--- src/rtl/ysyx_22050243_ctrl_hazard_sb.sv ---
// ID-stage hazard/forwarding unit for JALR and conditional branches resolved in ID.
// Ports:
//   clk, rst                    clock, asynchronous active-high reset
//   inst_if_2_id_ff, id_valid   instruction in ID and its valid flag
//   flush                       pipeline flush (clears the stall streak only)
//   rd_*/reg_w_*/mem_r_*        destinations of the ID/EX, EX/MEM, MEM/WB producers
//   ld_issue, ld_issue_rd       LSU accepted a load for this destination
//   ld_resp_valid               oldest outstanding load writes the register file this edge
//   fwd_rs1, fwd_rs2            operand select: 00 regfile, 01 EX/MEM, 10 MEM/WB
//   stall_ctrl                  hold ID (combinational)
//   sb_full, stall_cnt          scoreboard full flag, saturating stall-cycle counter
//   hang_err, sb_ovf_err        sticky watchdog / scoreboard overflow errors
module ysyx_22050243_ctrl_hazard_sb #(
  parameter int unsigned GPR_ADDR_WIDTH  = 5,
  parameter int unsigned IBUS_DATA_WIDTH = 32,
  parameter int unsigned LD_DEPTH        = 4,
  parameter int unsigned PERF_CNT_WIDTH  = 16,
  parameter int unsigned STALL_TIMEOUT   = 64
) (
  input  logic                      clk,
  input  logic                      rst,
  input  logic [IBUS_DATA_WIDTH-1:0] inst_if_2_id_ff,
  input  logic                      id_valid,
  input  logic                      flush,
  input  logic [GPR_ADDR_WIDTH-1:0] rd_id_2_ex_ff,
  input  logic                      reg_w_id_2_ex_ff,
  input  logic [GPR_ADDR_WIDTH-1:0] rd_ex_2_mem_ff,
  input  logic                      reg_w_ex_2_mem_ff,
  input  logic                      mem_r_ex_2_mem_ff,
  input  logic [GPR_ADDR_WIDTH-1:0] rd_mem_2_wb_ff,
  input  logic                      reg_w_mem_2_wb_ff,
  input  logic                      ld_issue,
  input  logic [GPR_ADDR_WIDTH-1:0] ld_issue_rd,
  input  logic                      ld_resp_valid,
  output logic [1:0]                fwd_rs1,
  output logic [1:0]                fwd_rs2,
  output logic                      stall_ctrl,
  output logic                      sb_full,
  output logic [PERF_CNT_WIDTH-1:0] stall_cnt,
  output logic                      hang_err,
  output logic                      sb_ovf_err
);

  localparam int unsigned PTR_W  = (LD_DEPTH > 1) ? $clog2(LD_DEPTH) : 1;
  localparam int unsigned CNT_W  = $clog2(LD_DEPTH + 1);
  localparam int unsigned STRK_W = $clog2(STALL_TIMEOUT + 1);
  localparam logic [6:0]  OP_JALR   = 7'b1100111;
  localparam logic [6:0]  OP_BRANCH = 7'b1100011;

  // Scoreboard state
  logic [GPR_ADDR_WIDTH-1:0] sb_rd [LD_DEPTH];
  logic [LD_DEPTH-1:0]       sb_valid;
  logic [PTR_W-1:0]          head_q, tail_q;
  logic [CNT_W-1:0]          count_q, count_next;
  logic [STRK_W-1:0]         streak_q;

  // Decode
  logic [6:0]                opcode;
  logic [GPR_ADDR_WIDTH-1:0] rs1, rs2;
  logic                      cand1, cand2;
  logic                      unused_inst_bits;

  assign opcode = inst_if_2_id_ff[6:0];
  assign rs1    = GPR_ADDR_WIDTH'(inst_if_2_id_ff[19:15]);
  assign rs2    = GPR_ADDR_WIDTH'(inst_if_2_id_ff[24:20]);
  assign cand1  = id_valid && ((opcode == OP_JALR) || (opcode == OP_BRANCH)) && (rs1 != '0);
  assign cand2  = id_valid && (opcode == OP_BRANCH) && (rs2 != '0);
  assign unused_inst_bits = ^{inst_if_2_id_ff[IBUS_DATA_WIDTH-1:25], inst_if_2_id_ff[14:7]};

  // Outstanding-load match per operand; the head being popped still counts this cycle
  logic sb_hit1, sb_hit2;
  always_comb begin
    sb_hit1 = 1'b0;
    sb_hit2 = 1'b0;
    for (int unsigned i = 0; i < LD_DEPTH; i++) begin
      if (sb_valid[i] && (sb_rd[i] == rs1)) sb_hit1 = 1'b1;
      if (sb_valid[i] && (sb_rd[i] == rs2)) sb_hit2 = 1'b1;
    end
  end

  // Stall: ID/EX writer, EX/MEM load, or scoreboard entry
  logic haz1, haz2;
  assign haz1 = cand1 && (((rs1 == rd_id_2_ex_ff) && reg_w_id_2_ex_ff) ||
                          ((rs1 == rd_ex_2_mem_ff) && reg_w_ex_2_mem_ff && mem_r_ex_2_mem_ff) ||
                          sb_hit1);
  assign haz2 = cand2 && (((rs2 == rd_id_2_ex_ff) && reg_w_id_2_ex_ff) ||
                          ((rs2 == rd_ex_2_mem_ff) && reg_w_ex_2_mem_ff && mem_r_ex_2_mem_ff) ||
                          sb_hit2);
  assign stall_ctrl = haz1 || haz2;

  // Forwarding selects, EX/MEM over MEM/WB, suppressed while stalling
  always_comb begin
    fwd_rs1 = 2'b00;
    fwd_rs2 = 2'b00;
    if (!stall_ctrl) begin
      if (cand1 && (rs1 == rd_ex_2_mem_ff) && reg_w_ex_2_mem_ff && !mem_r_ex_2_mem_ff)
        fwd_rs1 = 2'b01;
      else if (cand1 && (rs1 == rd_mem_2_wb_ff) && reg_w_mem_2_wb_ff)
        fwd_rs1 = 2'b10;
      if (cand2 && (rs2 == rd_ex_2_mem_ff) && reg_w_ex_2_mem_ff && !mem_r_ex_2_mem_ff)
        fwd_rs2 = 2'b01;
      else if (cand2 && (rs2 == rd_mem_2_wb_ff) && reg_w_mem_2_wb_ff)
        fwd_rs2 = 2'b10;
    end
  end

  // Push/pop qualification; a push into a full FIFO is accepted only alongside a pop
  logic push, pop, full, push_ok, ovf;
  assign full    = (count_q == CNT_W'(LD_DEPTH));
  assign push    = ld_issue && (ld_issue_rd != '0);
  assign pop     = ld_resp_valid && (count_q != '0);
  assign push_ok = push && (!full || pop);
  assign ovf     = push && full && !pop;

  always_comb begin
    count_next = count_q;
    case ({push_ok, pop})
      2'b10:   count_next = count_q + CNT_W'(1);
      2'b01:   count_next = count_q - CNT_W'(1);
      default: count_next = count_q;
    endcase
  end

  function automatic logic [PTR_W-1:0] ptr_inc(input logic [PTR_W-1:0] p);
    return (p == PTR_W'(LD_DEPTH - 1)) ? '0 : p + PTR_W'(1);
  endfunction

  // Scoreboard FIFO; on simultaneous push+pop at full, head==tail and the push wins the valid bit
  always_ff @(posedge clk or posedge rst) begin
    if (rst) begin
      for (int unsigned i = 0; i < LD_DEPTH; i++) sb_rd[i] <= '0;
      sb_valid   <= '0;
      head_q     <= '0;
      tail_q     <= '0;
      count_q    <= '0;
      sb_full    <= 1'b0;
      sb_ovf_err <= 1'b0;
    end else begin
      if (pop) begin
        sb_valid[head_q] <= 1'b0;
        head_q           <= ptr_inc(head_q);
      end
      if (push_ok) begin
        sb_valid[tail_q] <= 1'b1;
        sb_rd[tail_q]    <= ld_issue_rd;
        tail_q           <= ptr_inc(tail_q);
      end
      count_q <= count_next;
      sb_full <= (count_next == CNT_W'(LD_DEPTH));
      if (ovf) sb_ovf_err <= 1'b1;
    end
  end

  // Stall performance counter and watchdog streak
  always_ff @(posedge clk or posedge rst) begin
    if (rst) begin
      stall_cnt <= '0;
      streak_q  <= '0;
      hang_err  <= 1'b0;
    end else begin
      if (stall_ctrl && (stall_cnt != '1)) stall_cnt <= stall_cnt + PERF_CNT_WIDTH'(1);
      if (!stall_ctrl || flush) begin
        streak_q <= '0;
      end else if (streak_q != STRK_W'(STALL_TIMEOUT)) begin
        streak_q <= streak_q + STRK_W'(1);
        if (streak_q == STRK_W'(STALL_TIMEOUT - 1)) hang_err <= 1'b1;
      end
    end
  end

endmodule

--- config.mk ---
export PLATFORM = sky130hd
export DESIGN_NAME = ysyx_22050243_ctrl_hazard_sb
export DESIGN_NICKNAME = d
export VERILOG_FILES = /design/src/rtl/ysyx_22050243_ctrl_hazard_sb.sv
export SDC_FILE = /design/constraint.sdc
export NUM_CORES = 1
export LEC_CHECK = 0
export CORE_MARGIN = 2
export CORE_UTILIZATION = 54
export DETAILED_ROUTE_END_ITERATION = 10
export PLACE_DENSITY = 0.86
export SETUP_SLACK_MARGIN = 0.1
export SKIP_CTS_REPAIR_TIMING = 1
export SYNTH_ARGS = -nofsm -noshare
export SYNTH_HDL_FRONTEND = slang
export SYNTH_SLANG_ARGS = --single-unit
--- constraint.sdc ---
create_clock -name clk -period 6.3 [get_ports clk]
set_clock_uncertainty 0.2 [all_clocks]
set_input_delay 0.63 -clock clk [delete_from_list [all_inputs] [get_ports clk]]
set_output_delay 0.63 -clock clk [all_outputs]
set_load 0.005 [all_outputs]
# Yosys cells after proc, flatten, opt, wreduce, memory -nomap -nowiden
# Index checks and enable logic that the tools add are counted.
# W data, S select, Z words.
# classes
n_reduce_logical	57
n_addsub	6
n_eq_ne	25
bitwise_logic	5
div	0
mul	0
muxes	28
order_cmp	6
shifts	0
# op_table
op	count
$eq A5 B5 Y1	14
$logic_and A1 B1 Y1	39
$bwmux W20	1
$add A16 B1 Y16 const B	1
$mux W2	8
$ne A16 B16 Y1 const B	1
$reduce_bool A5 Y1	3
$eq A7 B7 Y1 const B	2
$mux W7	2
$demux W5 S2	1
$mux W1	10
$logic_or A1 B1 Y1	8
$mux W4	2
$add A7 B1 Y7 const B	1
$eq A7 B6 Y1 const B	1
$ne A7 B7 Y1 const B	1
$eq A2 B2 Y1 const B	3
$eq A3 B3 Y1 const B	2
$lt A2 B3 Y1 const B	2
$pmux W3 S2	1
$mux W5	1
$add A2 B1 Y2 const B	2
$and A4 B4 Y4	1
$demux W1 S2	2
14 further kinds	18
# word_totals
out_inout_bits	24
inputBits	62
regBits	57
ramBits	0
latch_bits	0
mem_count	0
romBits	0

# Longest topological paths before layout
# Gate-level depths: netlist of the first run.
# logic_depth
ltp_word	13
ltp_mapped	9
depth_no_buf	9

# Least setup slack after synthesis of the first run
# Ideal clock, no wire load.
# synth_path
path_type	input to output
from	in inst_if_2_id_ff[21]
to	out fwd_rs1[0]
n_path_buf	2
arrival_ps	2069
setup_slack_ps	3401
cell_stages	7
cell_sequence	buf_4 > or4_1 > nor2_1 > nor3_1 > a22oi_1 > buf_2 > and3_1
# synth_via
elab_chain_cells	10
elab_cells_between_ends	24
cone_classes	eq/ne (6); mux (5); reduce/logical (13)
# synth_rtl
element	line_no	text
from (decl)	22	input logic [IBUS_DATA_WIDTH-1:0] inst_if_2_id_ff,
$eq A5 B5 Y1	77	if (sb_valid[i] && (sb_rd[i] == rs2)) sb_hit2 = 1'b1;
$logic_and A1 B1 Y1	77	
$mux W1 (4 in series)	77	
$logic_or A1 B1 Y1	87	((rs2 == rd_ex_2_mem_ff) && reg_w_ex_2_mem_ff && mem_r_ex_2_mem_ff) ||
$logic_and A1 B1 Y1 (*)	86	assign haz2 = cand2 && (((rs2 == rd_id_2_ex_ff) && reg_w_id_2_ex_ff) ||
$logic_or A1 B1 Y1 (*)	89	assign stall_ctrl = haz1 || haz2;
$mux W2 (*)	95	if (!stall_ctrl) begin
to (decl)	35	output logic [1:0] fwd_rs1,
# Mark *: on every way between the ends. The rest lies on a longest branch, timed or not.

# Final worst setup path of the first run
# layout_path
from	in inst_if_2_id_ff[19]
to	out fwd_rs2[1]
# layout_via
elab_chain_cells	10
elab_cells_between_ends	24
cone_classes	eq/ne (6); mux (5); reduce/logical (13)
# layout_rtl
element	line_no	text
$eq A5 B5 Y1	76	if (sb_valid[i] && (sb_rd[i] == rs1)) sb_hit1 = 1'b1;
$logic_and A1 B1 Y1	76	
$mux W1 (4 in series)	76	
$logic_or A1 B1 Y1	84	((rs1 == rd_ex_2_mem_ff) && reg_w_ex_2_mem_ff && mem_r_ex_2_mem_ff) ||
$logic_and A1 B1 Y1 (*)	83	assign haz1 = cand1 && (((rs1 == rd_id_2_ex_ff) && reg_w_id_2_ex_ff) ||
$logic_or A1 B1 Y1 (*)	89	
$mux W2 (*)	95	
to (decl)	36	output logic [1:0] fwd_rs2,
# Marked as above.

==> impl_metrics.env, run 1 <==
export IMPL_run_status="complete, but fails checks"
export IMPL_violations="design-rule violations"
export IMPL_synth_edff_count=0
export IMPL_drtIter0Drc=110
export IMPL_drive_above_1_share=0.0983
export IMPL_critPathMaxStageDelay_ns=0.81
export IMPL_setup_viol=0
export IMPL_cts_buffers_inserted=9
export IMPL_cts_tree="yes"
export IMPL_avgRoutedWirePerCell_um=16.2
export IMPL_die_area_sq_mm=0.00737
export IMPL_met3_usage=0.0500
export IMPL_synth_top_area_cell="dfrtp_1"
export IMPL_seq_power_share=0.457
export IMPL_grt_met1_usage=0.291
export IMPL_grt_first_pass_wirelength_um=13300
export IMPL_post_route_min_period_ns=4.57
export IMPL_cp_arrival_ns=3.74
export IMPL_grt_busiest_layer="met2"
export IMPL_irDropWorstVdd_v=0.000249
export IMPL_die_width_um=85.9
export IMPL_ys_warn_count=0
export IMPL_critPathKind="primary input to output port"
export IMPL_io_pins=86
export IMPL_startpoint="inst_if_2_id_ff[19]"
export IMPL_clock_sinks=57
export IMPL_endpoint_kind="output port"
export IMPL_fin_setup_tns_ns=0
export IMPL_netlist_top_cells_area="dfrtp_1, xor2_1, xnor2_1, mux2_2, ha_1"
export IMPL_clk_path_buf_depth=2
export IMPL_synth_seq_cells=57
export IMPL_r2r_end="stall_cnt[1]"
export IMPL_final_common_cell="clkdlybuf4s50_1"
export IMPL_cp_common_cell="clkdlybuf4s50_1"
export IMPL_overflow=0
export IMPL_htreeDepth=3
export IMPL_port_buffers=70
export IMPL_die_y_um=85.9
export IMPL_syn_inst=348
export IMPL_drc_errors=9
export IMPL_synth_nets=422
export IMPL_switching_share=0.341
export IMPL_synth_area_per_cell_sq_um=10.4
export IMPL_antenna_found_initial=0
export IMPL_routed_via_density=5.59
export IMPL_design_core_area_sq_mm=0.00642
export IMPL_clock_root_buffer="clkbuf_8"
export IMPL_min_path_type="flop to flop"
export IMPL_relSlewSlack=0.335
export IMPL_vias=2761
export IMPL_endpoint="fwd_rs2[1]"
export IMPL_p_comb_frac=0.335
export IMPL_dp_hpwl_um=5870
export IMPL_syn_to_final_growth_pct=23.1
export IMPL_place_congestion=0.866
export IMPL_ys_async_sr_fraction=1.00
export IMPL_drtPass1Iterations=7
export IMPL_fin_crit_sh=0.726
export IMPL_met2_usage=0.379
export IMPL_netlist_area_sq_mm=0.00362
export IMPL_ys_types=45
export IMPL_reg2regPathDepth=8
export IMPL_utilization=0.694
export IMPL_reg2reg_from="stall_cnt[0]"
export IMPL_drv_cap=0
export IMPL_tightest_slew_ns=0.997
export IMPL_power_switching_mw=0.448
export IMPL_ant_nets=0
export IMPL_p_int_mw=0.866
export IMPL_final_area_sq_mm=0.00446
export IMPL_synthFlopType="dfrtp_1"
export IMPL_dpl_cell_area_sq_mm=0.00431
export IMPL_critPathMaxFanout=13
export IMPL_critPathSlowestCell="clkdlybuf4s50_1"
export IMPL_rows=29
export IMPL_clock_latency_ns=0.33
export IMPL_p_clk_frac=0.208
export IMPL_max_freq_mhz=219
export IMPL_hold_violations=0
export IMPL_crit_required_ns=5.47
export IMPL_min_from="hang_err"
export IMPL_grt_max_degree=58
export IMPL_yosysSeqAreaShare=0.394
export IMPL_grt_use_total=0.229
export IMPL_n_fill_cell=480
export IMPL_synth_top_area_frac=0.394
export IMPL_start_util=0.564
export IMPL_rsz0062_at_grt="no"
export IMPL_power_leakage_nw=1.88
export IMPL_cp_start_kind="primary input"
export IMPL_nets=489
export IMPL_antenna_cells=0
export IMPL_grt_pass1_vias=2772
export IMPL_drt_wl_total_um=7990
export IMPL_path_clk_slew_ns=0.06
export IMPL_final_cell_mix="clkdlybuf4s50_1, xor2_1, dfrtp_1"
export IMPL_crit_chain="clkdlybuf4s50_1 -> xor2_1 -> nor4_1 -> nand3_1 -> and4_4 -> nand2_1 -> a22oi_1 -> and3_1 -> clkdlybuf4s50_1"
export IMPL_r2r_slack_ns=3.57
export IMPL_finalMaxSlewViolations=0
export IMPL_powerDensity_mw_per_mm2=295
[worst min-delay path by stage]
| stage | end | slack (ns) | cells after the start |
|---|---|---|---|
| 2_1_floorplan | hang_err | 0.25 | 2 |
| 5_1_grt | hang_err | 0.32 | 2 |
| 3_3_place_gp | hang_err | 0.24 | 2 |
| 3_5_place_dp | hang_err | 0.25 | 2 |
| 6_report | hang_err | 0.26 | 2 |
| 4_1_cts | hang_err | 0.27 | 2 |
[final cells by class]
class	count	area [sq um]	area share
Inverter	12	45.0	0.0101
Clock buffer	12	145	0.0326
Timing Repair Buffer	71	708	0.159
Multi-Input combinational cell	264	2030	0.456
Sequential cell	57	1430	0.320
Tap cell	77	96.3	0.0216
Clock inverter	1	5.00	0.00112
[critical path, delay by kind of cell]
family	cells	cell delay, ns
AOI/OAI and AO/OA	1	0.80
xor gates and xnor gates	1	0.22
buffers and inverters	2	1.31
and+or+nand+nor	5	0.78
[metrics by stage]
stage / power [mW] / setup slack, ns / hold WS (ns) / std cells
after floorplan: 0.910 / 3.40 / 0.254 / 348
after global routing: 1.41 / 1.51 / 0.316 / 494
after CTS: 1.33 / 1.76 / 0.268 / 494
after global placement: 1.01 / 1.88 / 0.243 / 481
after detailed placement: 1.04 / 1.77 / 0.252 / 481
final: 1.31 / 1.73 / 0.264 / 494
[cells in the mapped netlist, types with 3 or more instances]
cell type,count
buf_2,4
xnor2_1,35
o21ai_1,3
nor4_1,13
nor3_1,11
nor2_1,12
xor2_1,58
inv_1,12
o2111ai_1,9
buf_6,5
o21ai_0,5
dfrtp_1,57
nand2_1,25
nand3_1,18
and3_1,10
mux2_2,21
buf_4,5
ha_1,11
[layer usage]
layer / vias to the layer above / part of all wire
li1: 1337 / -
met1: 1329 / 0.44
met3: 13 / 0.061
met5: - / 0
met2: 82 / 0.49
met4: 0 / 0.016
[power by group through the flow]
| stage | Combinational, mW | Sequential (mW) | Clock, mW |
|---|---|---|---|
| 2_1_floorplan | 0.341 | 0.569 | 0 |
| 3_3_place_gp | 0.417 | 0.592 | 0 |
| 3_5_place_dp | 0.439 | 0.604 | 0 |
| 4_1_cts | 0.446 | 0.599 | 0.281 |
| 5_1_grt | 0.493 | 0.616 | 0.299 |
| 6_report | 0.440 | 0.601 | 0.273 |
[logic make-up (layout without fill, tap and decap cells)]
family | count (synthesis) | in the layout | synth area share
simple gates | 105 | 105 | 0.156
mux | 22 | 22 | 0.0681
xor+xnor | 93 | 93 | 0.225
buf+inv | 27 | 96 | 0.0449
flops | 57 | 57 | 0.394
fa+ha+maj | 12 | 12 | 0.0436
compound gates | 32 | 32 | 0.0688
[state kept, by name, indices dropped and copies added, names as in the netlist, 2 cells and up]
signal and flops:
count_q 3, head_q 2, sb_rd 20, sb_valid 4, stall_cnt 16, streak_q 7
tail_q 2
Note: power is estimated with default switching activity, not from simulation.
==> run 2: changes to the inputs <==
--- a/config.mk
+++ b/config.mk
@@ -6,9 +6,9 @@
 export NUM_CORES = 1
 export LEC_CHECK = 0
 export CORE_MARGIN = 2
-export CORE_UTILIZATION = 54
+export CORE_UTILIZATION = 50
 export DETAILED_ROUTE_END_ITERATION = 10
-export PLACE_DENSITY = 0.86
+export PLACE_DENSITY = 0.8
 export SETUP_SLACK_MARGIN = 0.1
 export SKIP_CTS_REPAIR_TIMING = 1
 export SYNTH_ARGS = -nofsm -noshare
==> constraint.sdc (replaced) <==
create_clock -name clk -period 4.6 [get_ports clk]
set_clock_uncertainty 0.2 [all_clocks]
set_input_delay 0.46 -clock clk [delete_from_list [all_inputs] [get_ports clk]]
set_output_delay 0.46 -clock clk [all_outputs]
set_load 0.005 [all_outputs]
==> run 2 against run 1 <==
Effect of this change:
- the run now ends clean
- sequential power is 36% higher
- global-route usage is 1.8 points lower
- final cell count is 5.3% higher
- via count is 0.11% lower
- wire length is 1.9% lower
- combinational power is 36% higher
- worst hold slack better by 0.017 ns
- first-iteration DRC count is 32% lower
- sequential share of layout area is 0.68 points lower
- critical path depth is 1 higher
- utilization is 5.6 points lower
==> impl_metrics.env, run 2 (synthesis gave the netlist of run 1 again) <==
export IMPL_place_inst=504
export IMPL_die_area_sq_mm=0.00794
export IMPL_routed_via_density=5.30
export IMPL_drt_wl_total_um=7830
export IMPL_irDropWorstVdd_v=0.000369
export IMPL_nets=490
export IMPL_fin_setup_tns_ns=0
export IMPL_met1Wirelength_um=3610
export IMPL_dp_hpwl_um=5920
export IMPL_ant_nets=0
export IMPL_rows=31
export IMPL_overflow=0
export IMPL_drtIter0Drc=75
export IMPL_post_route_min_period_ns=3.71
export IMPL_relSlewSlack=0.567
export IMPL_clock_sinks=57
export IMPL_wl_met2_um=3700
export IMPL_wl_met3_um=366
export IMPL_n_fill_cell=590
export IMPL_drtPass1Iterations=4
export IMPL_clock_root_buffer="clkbuf_8"
export IMPL_hold_violations=0
export IMPL_utilization=0.638
export IMPL_dpl_cell_area_sq_mm=0.00434
export IMPL_die_y_um=89.1
export IMPL_reg_top3="sb_rd x20, stall_cnt x16, streak_q x7"
export IMPL_grt_max_degree=34
export IMPL_vias=2758
export IMPL_power_leakage_nw=1.90
export IMPL_syn_to_final_growth_pct=25.8
export IMPL_avgRoutedWirePerCell_um=15.1
export IMPL_powerDensity_mw_per_mm2=422
export IMPL_io_pins=86
export IMPL_rsz0062_at_grt="no"
export IMPL_run_status="finished, final reports clean"
export IMPL_htreeDepth=3
export IMPL_drv_cap=0
export IMPL_start_util=0.507
export IMPL_antenna_cells=0
export IMPL_path_clk_slew_ns=0.07
export IMPL_die_width_um=89.1
export IMPL_cts_tree="yes"
export IMPL_grt_first_pass_wirelength_um=12800
export IMPL_crit_required_ns=3.94
export IMPL_final_cell_mix="clkdlybuf4s50_1, xor2_1, dfrtp_1"
export IMPL_p_total_mw=1.92
export IMPL_finalMaxSlewViolations=0
export IMPL_finalNonFillerCells=520
export IMPL_max_freq_mhz=269
export IMPL_cp_start_kind="primary input"
export IMPL_setup_viol=0
export IMPL_cp_arrival_ns=3.05
export IMPL_place_congestion=0.795
export IMPL_grt_pass1_vias=2768
export IMPL_port_buffers=70
export IMPL_final_common_cell="clkdlybuf4s50_1"
export IMPL_final_area_sq_mm=0.00455
export IMPL_critPathKind="primary input to output port"
export IMPL_antenna_found_initial=0
export IMPL_cts_buffers_inserted=9
export IMPL_design_core_area_sq_mm=0.00714
export IMPL_tightest_slew_ns=0.648
export IMPL_routed_top_layer="met4"
export IMPL_clock_latency_ns=0.33
export IMPL_endpoint_kind="output port"
export IMPL_drive_above_1_share=0.107
export IMPL_grt_use_total=0.211
export IMPL_fin_crit_sh=0.807
export IMPL_drc_errors=0
export IMPL_min_path_type="primary input to async pin"
export IMPL_critPathMaxFanout=13
export IMPL_clk_path_buf_depth=2
export IMPL_largest_reg_flops=20
export IMPL_top_register="sb_rd"
[run 2: where the power goes]
part           total, mW  internal [mW]  switching [mW]
clock network      0.501          0.304           0.197
logic              0.598          0.331           0.267
registers          0.820          0.652           0.167
total               1.92           1.29           0.631
[run 2: metal layers]
layer / vias to the layer above / GRT usage
met4: 0 / 0.0814
met1: 1344 / 0.270
met3: 11 / 0.0452
met5: - / 0
li1: 1339 / -
met2: 64 / 0.350
[run 2: worst max-delay path, cell delays in order]
cell,delay (ns)
clkdlybuf4s50_1,0.68
xor2_1,0.28
nor4_1,0.33
nand3_1,0.13
and4_4,0.21
nand2_1,0.07
a22oi_1,0.07
buf_4,0.20
and3_1,0.18
clkdlybuf4s50_1,0.44
[run 2: metrics by stage]
step / hold WS (ns) / worst slack (ns)
4_1_cts: 0.277 / 0.877
3_3_place_gp: 0.248 / 0.928
6_report: 0.281 / 0.886
5_1_grt: 0.300 / 0.653
3_5_place_dp: 0.259 / 0.878
2_1_floorplan: 0.254 / 2.02
[run 2: final timing paths]
path | slack [ns] | startpoint | depth (start not counted) | endpoint
min | 0.28 | rst | 2 | stall_cnt[10]
max in group asynchronous | 3.11 | rst | 3 | sb_rd[6]
max reg2reg | 1.89 | stall_cnt[0] | 8 | stall_cnt[1]
min reg2reg | 0.28 | hang_err | 2 | hang_err
min in group clk | 0.28 | hang_err | 2 | hang_err
max | 0.89 | inst_if_2_id_ff[15] | 10 | fwd_rs1[0]
[run 2: final cells by class]
cell class	count	area (sq um)	area share
clock buffers	11	131	0.0289
clock inverters	5	80.1	0.0176
inverters	12	45.0	0.00989
multi-input cells	264	2030	0.446
flip-flops and latches	57	1430	0.313
well taps	99	124	0.0272
repair buffers	72	716	0.157
==> run 3: changes to the inputs <==
--- a/config.mk
+++ b/config.mk
@@ -6,9 +6,9 @@
 export NUM_CORES = 1
 export LEC_CHECK = 0
 export CORE_MARGIN = 2
-export CORE_UTILIZATION = 50
+export CORE_UTILIZATION = 46
 export DETAILED_ROUTE_END_ITERATION = 10
-export PLACE_DENSITY = 0.8
+export PLACE_DENSITY = 0.78
 export SETUP_SLACK_MARGIN = 0.1
 export SKIP_CTS_REPAIR_TIMING = 1
 export SYNTH_ARGS = -nofsm -noshare
==> constraint.sdc (replaced) <==
create_clock -name clk -period 3 [get_ports clk]
set_clock_uncertainty 0.2 [all_clocks]
set_input_delay 0.3 -clock clk [delete_from_list [all_inputs] [get_ports clk]]
set_output_delay 0.3 -clock clk [all_outputs]
set_load 0.005 [all_outputs]
==> run 3 against run 2 <==
Effect of this change:
- the run now ends with negative setup slack left
- final cell count grew 8.8%
- non-clock buffer count grew 43
- worst hold slack lost 0.14 ns
- die area grew 8.3%
- sequential power grew 55%
- utilization grew 2.0 points
- clock-buffer cell count shrank 1
- setup slack lost 0.89 ns
- register-to-register slack lost 1.5 ns
- global-route usage shrank 0.73 points
- sequential cell count is the same
- critical path depth shrank 2
==> impl_metrics.env, run 3 (synthesis gave the netlist of run 1 again) <==
export IMPL_run_status="complete, but fails checks"
export IMPL_violations="negative setup slack"
export IMPL_rows=32
export IMPL_avgRoutedWirePerCell_um=15.0
export IMPL_dp_hpwl_um=6240
export IMPL_drt_wl_total_um=8460
export IMPL_tightest_slew_ns=0.630
export IMPL_drc_errors=0
export IMPL_hold_worst_slack_ns=0.138
export IMPL_htreeDepth=3
export IMPL_antenna_found_initial=0
export IMPL_powerDensity_mw_per_mm2=633
export IMPL_grt_max_degree=34
export IMPL_critPathMaxFanout=7
export IMPL_final_common_cell="clkdlybuf4s50_1"
export IMPL_n_fill_cell=625
export IMPL_nets=533
export IMPL_path_clk_slew_ns=0.07
export IMPL_final_cell_mix="clkdlybuf4s50_1, dfrtp_1, xor2_1"
export IMPL_grt_first_pass_wirelength_um=13800
export IMPL_antenna_cells=0
export IMPL_drive_above_1_share=0.209
export IMPL_power_leakage_nw=2.25
export IMPL_grt_met1_usage=0.257
export IMPL_drtIter0Drc=101
export IMPL_irDropWorstVdd_v=0.000480
export IMPL_routed_via_density=5.21
export IMPL_finalMaxSlewViolations=0
export IMPL_final_setup_worst_slack_ns=-0.00317
export IMPL_die_y_um=92.7
export IMPL_port_buffers=70
export IMPL_final_area_sq_mm=0.00506
export IMPL_met2_usage=0.342
export IMPL_drtPass1Iterations=4
export IMPL_reg_top3="sb_rd x20, stall_cnt x16, streak_q x7"
export IMPL_overflow=0
export IMPL_place_congestion=0.859
export IMPL_vias=2951
export IMPL_min_path_type="primary input to async pin"
export IMPL_die_width_um=92.7
export IMPL_clock_root_buffer="clkbuf_8"
export IMPL_dpl_cell_area_sq_mm=0.00470
export IMPL_clock_latency_ns=0.33
export IMPL_met3_usage=0.0456
export IMPL_post_route_min_period_ns=3.00
export IMPL_start_util=0.471
export IMPL_die_area_sq_mm=0.00859
export IMPL_clock_sinks=57
export IMPL_multi_input_area_sq_mm=0.00208
export IMPL_relSlewSlack=0.579
export IMPL_top_register="sb_rd"
export IMPL_max_freq_mhz=333
export IMPL_cp_arrival_ns=2.50
export IMPL_drv_cap=0
export IMPL_ff_latch_area_sq_mm=0.00143
export IMPL_grt_use_total=0.204
export IMPL_cts_buffers_inserted=9
export IMPL_p_total_mw=3.20
export IMPL_rsz0062_at_grt="yes"
export IMPL_crit_required_ns=2.50
export IMPL_grt_pass1_vias=3030
export IMPL_utilization=0.658
export IMPL_syn_to_final_growth_pct=39.7
export IMPL_critPathKind="primary input to output port"
export IMPL_cp_start_kind="primary input"
export IMPL_clk_path_buf_depth=2
export IMPL_ant_nets=0
export IMPL_design_core_area_sq_mm=0.00769
export IMPL_hold_violations=0
export IMPL_endpoint_kind="output port"
export IMPL_cts_tree="yes"
export IMPL_largest_reg_flops=20
export IMPL_grt_busiest_layer="met2"
export IMPL_setup_viol=1
export IMPL_fin_crit_sh=1.00
export IMPL_io_pins=86
==> run 3: cell count changes in the layout (fill, tap and decap cells not counted), sizes merged <==
cell           before  now
buf                 2   45
clkdlybuf4s50      70   63
dlymetal6s2s        0    7
bufinv              2    4
clkinvlp            2    0
clkbuf             11   10
clkinv              1    2
==> run 3: path summary, 6_finish.rpt <==
kind / from / endpoint / slack [ns] / cells after the start
worst max-delay path: inst_if_2_id_ff[22] / fwd_rs1[1] / -0.003 / 8
worst min-delay path: rst / stall_cnt[1] / 0.14 / 2
worst max register to register: stall_cnt[0] / stall_cnt[1] / 0.42 / 9
worst min register to register: hang_err / hang_err / 0.28 / 2
max in group asynchronous: rst / sb_rd[8] / 1.90 / 3
min in group clk: hang_err / hang_err / 0.28 / 2
==> run 3: worst max-delay path: stages <==
cell and delay, ns:
clkdlybuf4s50_1 0.42, buf_6 0.15, or4_4 0.51, nor2_2 0.14
nor3_1 0.08, a22oi_2 0.20, and3_1 0.20, clkdlybuf4s50_1 0.49
==> run 3: cell type report <==
class | count | area share
Multi-Input combinational cell | 264 | 0.411
Sequential cell | 57 | 0.282
Timing Repair Buffer | 115 | 0.222
Clock inverter | 6 | 0.0257
Clock buffer | 10 | 0.0252
Tap cell | 102 | 0.0252
Inverter | 12 | 0.00891
==> run 3: metal layers <==
layer  share of wire  vias to the layer above
met5               0                        -
met3           0.052                       10
met4           0.010                        0
met1            0.45                     1428
met2            0.49                       85
li1                -                     1428
==> run 3: power breakdown <==
part	switching, mW	internal [mW]
clock network	0.300	0.633
registers	0.266	1.00
logic	0.432	0.568
==> run 3: per-stage QoR <==
step	TNS (ns)	std cells	worst slack [ns]
3_3_place_gp	-0.567	548	-0.117
5_1_grt	-0.293	566	-0.104
4_1_cts	-0.739	564	-0.157
2_1_floorplan	0	348	0.575
6_report	-0.00317	566	-0.00317
3_5_place_dp	-0.733	548	-0.156
